==> config.mk <==
export PLATFORM = sky130hd
export DESIGN_NAME = pipeline_hazard_ctrl
export DESIGN_NICKNAME = d
export VERILOG_FILES = /design/src/rtl/pipeline_hazard_ctrl.sv
export SDC_FILE = /design/constraint.sdc
export NUM_CORES = 1
export LEC_CHECK = 0
export ABC_AREA = 1
export CAP_MARGIN = 20
export CORE_ASPECT_RATIO = 0.5
export CORE_MARGIN = 5
export CORE_UTILIZATION = 50
export DETAILED_ROUTE_END_ITERATION = 6
export MAX_ROUTING_LAYER = met4
export PLACE_DENSITY = 0.8
export SYNTH_ARGS = -nofsm -noshare
export SYNTH_HDL_FRONTEND = slang
export SYNTH_SLANG_ARGS = --single-unit
==> constraint.sdc <==
create_clock -name clock -period 2.4 [get_ports clock]
set_input_delay 0.36 -clock clock [delete_from_list [all_inputs] [get_ports clock]]
set_output_delay 0.36 -clock clock [all_outputs]
set_load 0.02 [all_outputs]
==> src/rtl/pipeline_hazard_ctrl.sv <==
// Hazard and sequencing controller for the 5-stage pipeline.
// Stalls on load-use, squashes wrong-path work after taken branches.
module pipeline_hazard_ctrl #(
  parameter int REG_W        = 6,
  parameter int STALL_CYCLES = 1,
  parameter int FLUSH_CYCLES = 2
) (
  input  logic             clock,
  input  logic             reset,
  input  logic [REG_W-1:0] id_rs,
  input  logic [REG_W-1:0] id_rt,
  input  logic             id_rs_valid,
  input  logic             id_rt_valid,
  input  logic             ex_mem_read,
  input  logic [REG_W-1:0] ex_rd,
  input  logic             branch_taken,
  output logic             pc_write,
  output logic             ifid_write,
  output logic             ifid_flush,
  output logic             idex_bubble,
  output logic [1:0]       ctrl_state,
  output logic [15:0]      lost_cycles
);

  typedef enum logic [1:0] {
    ST_RUN   = 2'd0,
    ST_STALL = 2'd1,
    ST_FLUSH = 2'd2
  } state_t;

  localparam logic [7:0] STALL_INIT = 8'(STALL_CYCLES - 1);
  localparam logic [7:0] FLUSH_INIT = 8'(FLUSH_CYCLES - 1);
  localparam bit         STALL_MULTI = (STALL_CYCLES > 1);
  localparam bit         FLUSH_MULTI = (FLUSH_CYCLES > 1);

  state_t      r_state;
  state_t      w_state_nxt;
  logic [7:0]  r_cnt;
  logic [7:0]  w_cnt_nxt;
  logic [15:0] r_lost;
  logic        w_load_use;
  logic        w_lost;

  assign w_load_use = ex_mem_read &
    ((id_rs_valid & (id_rs == ex_rd)) |
     (id_rt_valid & (id_rt == ex_rd)));

  assign w_lost = ~pc_write | ifid_flush;

  // State, countdown and lost-cycle counter registers
  always_ff @(posedge clock) begin
    if (reset) begin
      r_state <= ST_RUN;
      r_cnt   <= 8'd0;
      r_lost  <= 16'd0;
    end else begin
      r_state <= w_state_nxt;
      r_cnt   <= w_cnt_nxt;
      if (w_lost && (r_lost != 16'hFFFF))
        r_lost <= r_lost + 16'd1;
    end
  end

  // Next-state and Mealy control outputs; reset forces a safe squash
  always_comb begin
    w_state_nxt = r_state;
    w_cnt_nxt   = r_cnt;
    pc_write    = 1'b1;
    ifid_write  = 1'b1;
    ifid_flush  = 1'b0;
    idex_bubble = 1'b0;
    case (r_state)
      ST_STALL: begin
        pc_write    = 1'b0;
        ifid_write  = 1'b0;
        idex_bubble = 1'b1;
        w_cnt_nxt   = r_cnt - 8'd1;
        if (r_cnt == 8'd1)
          w_state_nxt = ST_RUN;
      end
      ST_FLUSH: begin
        ifid_flush  = 1'b1;
        idex_bubble = 1'b1;
        w_cnt_nxt   = r_cnt - 8'd1;
        if (r_cnt == 8'd1)
          w_state_nxt = ST_RUN;
      end
      default: begin
        w_state_nxt = ST_RUN;
        if (branch_taken) begin
          ifid_flush  = 1'b1;
          idex_bubble = 1'b1;
          if (FLUSH_MULTI) begin
            w_state_nxt = ST_FLUSH;
            w_cnt_nxt   = FLUSH_INIT;
          end
        end else if (w_load_use) begin
          pc_write    = 1'b0;
          ifid_write  = 1'b0;
          idex_bubble = 1'b1;
          if (STALL_MULTI) begin
            w_state_nxt = ST_STALL;
            w_cnt_nxt   = STALL_INIT;
          end
        end
      end
    endcase
    if (reset) begin
      pc_write    = 1'b0;
      ifid_write  = 1'b0;
      ifid_flush  = 1'b1;
      idex_bubble = 1'b1;
    end
  end

  assign ctrl_state  = r_state;
  assign lost_cycles = r_lost;

endmodule

==> summary.txt, run 1 <==
Slew Viols, Final = 0
TritonCTS clock tree = yes
synthesized area = 1680 um^2
initial antenna violation count = 0
Design Power = 904 uW
WL per Instance = 12.1 um
Filler Cells Inserted = 289
CTS Sinks = 25
Setup TNS = 0 ns
total core area = 3120 um^2
vias in the first global route = 1612
Syn Nets = 272
Die H = 51.0 um
GRT overflow = 0
top-count cell post-synth = nand2_1
skew final = 0.00587 ns
LEAKAGE = 0.891 nW
max cap viols = 0
Crit path required time = 2.04 ns
Syn Inst Count = 245
CP Capture Point = pc_write
endpoints failing setup = 0
DIE AREA = 4690 um^2
number of diodes = 0
# nets final = 318
Final Cycle Share = 92.7%
top post-synthesis cells by area = dfxtp_1 (30%), nand2_1 (12%), nand3_1 (8.0%), inv_1 (7.4%), a21oi_2 (5.2%)
RSZ-0062 raised after global routing = false
first-pass GRT wire length = 6940 um
flops & latches, synth = 25
Clock Latency Late Sink = 0.27 ns
CP max FO = 3
pre-CTS WS = -0.113 ns
RR Startpoint = lost_cycles[0]$_SDFFE_PP0P_
HPWL Detailed = 3120 um
DR DRC count = 0
Starting Density = 53.9%
Seq pwr share = 49.8%
# IOs = 46
clk buf depth = 2
CTS H-tree lvls = 1
Die W = 92.0 um
Data arrival, critical path = 1.87 ns
Max Fclk = 449 MHz
critical path class = input port to output port
Yosys cell types = 28
Sw Pwr = 260 uW
crit path capture type = output port
proportion of layout cells with a drive suffix above 1 = 11.4%
Top FF cell, synth = dfxtp_1
num rows = 14
final hold viol count = 0
WHS = 0.479 ns
synth-to-layout area growth = 30.0%
Routed WL = 4000 um
post-route setup slack = 0.174 ns
largest net degree at the start of global routing = 21
switching part of the total = 28.8%
hold crit path type = flip-flop to flip-flop
CTS root buf = clkbuf_8
Async S/R FF share, synth = 0%
Design Area, Final = 2190 um^2
share of total power in the clock network = 28.3%
Combinational Power Share = 21.9%
GPL Wtd Cong = 0.851
status = completed
syn avg cell area = 6.86 um^2
Setup crit start = ex_rd[1]
register area share after synthesis = 29.8%
synth warn = 0
Vias = 1711
Peak VDD IR = 210 uV
TritonRoute pass-1 iters = 4
Placed Area = 2150 um^2
Reg2Reg Depth = 7
area fraction of the dominant cell type after synthesis = 29.8%
Routed Antenna Nets = 0
crit start category = input port
leading area contributor after synthesis = dfxtp_1
Pwr Density = 413 nW/um^2
Port Buf Inserts = 44
Worst-path clk slew = 0.08 ns
Internal = 644 uW
minimum clock period = 2.23 ns
TritonCTS Buffers = 3
gr usage total = 18.6%
Reg2Reg Setup Slack = 0.51 ns
Post-synth EDFFs = 0
Post-synth top cells = nand2_1 (53), inv_1 (33), nand3_1 (27)
vias per inst = 5.18
Crit Reg-Reg Endpoint = lost_cycles[3]$_SDFFE_PP0P_
Iter 0 DRT Violations = 46
==> layer usage <==
metal	share of wire (%)	global-route usage, %	vias up
met5	0	-	-
met4	1.1	4.19	0
met3	8.0	5.87	4
met2	49	33.7	60
met1	42	20.3	772
li1	-	-	875
==> power by group through the flow <==
stage	clock network, mW	logic (mW)	registers, mW
final	0.256	0.198	0.450
after global routing	0.282	0.221	0.454
after CTS	0.264	0.197	0.450
after detailed placement	0	0.199	0.460
after global placement	0	0.193	0.459
after floorplan	0	0.110	0.465
==> cells in the final DEF (no fill, tap or decap), types with 2 or more instances in the layout <==
cell / count
a211oi_1: 2
a21oi_1: 12
a21oi_2: 10
buf_4: 4
clkbuf_8: 3
clkdlybuf4s50_1: 41
dfxtp_1: 25
ha_1: 3
inv_1: 33
nand2_1: 53
nand2_2: 12
nand3_1: 27
nand4_1: 3
nor2_1: 23
nor3_1: 4
nor4_1: 2
o21ai_0: 5
xnor2_1: 9
xor2_1: 8
==> worst max-delay path, cell delays in order <==
cell and delay, ns:
clkdlybuf4s50_1 0.49, inv_1 0.06, nand2_1 0.05, nand2_1 0.05, inv_1 0.06, nand2_1 0.05
nor2_1 0.08, nand2_1 0.05, nand2_1 0.05, nand2_1 0.06, o21ai_0 0.14, inv_1 0.07
clkdlybuf4s15_1 0.29
==> flip-flops by register name, indices dropped and copies added, names as in the netlist <==
register	count
lost_cycles	16
r_cnt	8
ctrl_state	1
==> final cells by class <==
class | count | area, um^2 | area share (%)
Timing Repair Buffer | 48 | 464 | 21.2
Multi-Input combinational cell | 180 | 1000 | 45.8
Sequential cell | 25 | 500 | 22.9
Tap cell | 40 | 50.0 | 2.29
Inverter | 33 | 124 | 5.67
Clock buffer | 4 | 45.0 | 2.06
==> cell families after synthesis <==
kind of cell    after synthesis  synth area share [%]
flops                        25                  29.8
xor+xnor                     17                  8.85
other cells                   1                 0.223
buf+inv                      40                  10.6
fa+ha+maj                     3                  2.23
compound gates               32                  12.7
simple gates                127                  35.6
==> worst min path at each step <==
stage                     startpoint  slack, ns                    end  depth (start not counted)
2_1_floorplan  r_cnt[7]$_SDFFE_PP0P_       0.44  r_cnt[7]$_SDFFE_PP0P_                          1
3_3_place_gp   r_cnt[7]$_SDFFE_PP0P_       0.45  r_cnt[7]$_SDFFE_PP0P_                          1
3_5_place_dp   r_cnt[7]$_SDFFE_PP0P_       0.46  r_cnt[7]$_SDFFE_PP0P_                          1
4_1_cts        r_cnt[7]$_SDFFE_PP0P_       0.47  r_cnt[7]$_SDFFE_PP0P_                          1
5_1_grt        r_cnt[7]$_SDFFE_PP0P_       0.53  r_cnt[7]$_SDFFE_PP0P_                          1
6_report       r_cnt[7]$_SDFFE_PP0P_       0.48  r_cnt[7]$_SDFFE_PP0P_                          1
==> what timing repair did <==
| action | 4_1_cts | 5_1_grt |
|---|---|---|
| hold buffers | 0 | 0 |
| buffers inserted | 0 | 0 |
| resized for setup | 3 | 4 |
| endpoints found under the setup margin | 3 | 2 |
==> per-stage QoR <==
step           std cells  utilization [%]
2_1_floorplan        245                -
3_3_place_gp         326             68.9
3_5_place_dp         326             68.9
4_1_cts              330             70.2
5_1_grt              330             70.1
6_report             330             70.1
Power figures use the tool's default switching activity.
==> run 2, diff against run 1 <==
--- a/config.mk
+++ b/config.mk
@@ -10,6 +10,7 @@
 export CORE_ASPECT_RATIO = 0.5
 export CORE_MARGIN = 5
 export CORE_UTILIZATION = 50
+export CTS_CLUSTER_SIZE = 8
 export DETAILED_ROUTE_END_ITERATION = 6
 export MAX_ROUTING_LAYER = met4
 export PLACE_DENSITY = 0.8
==> results of run 2 <==
Final layout, timing and power as in run 1 (identical DEF).
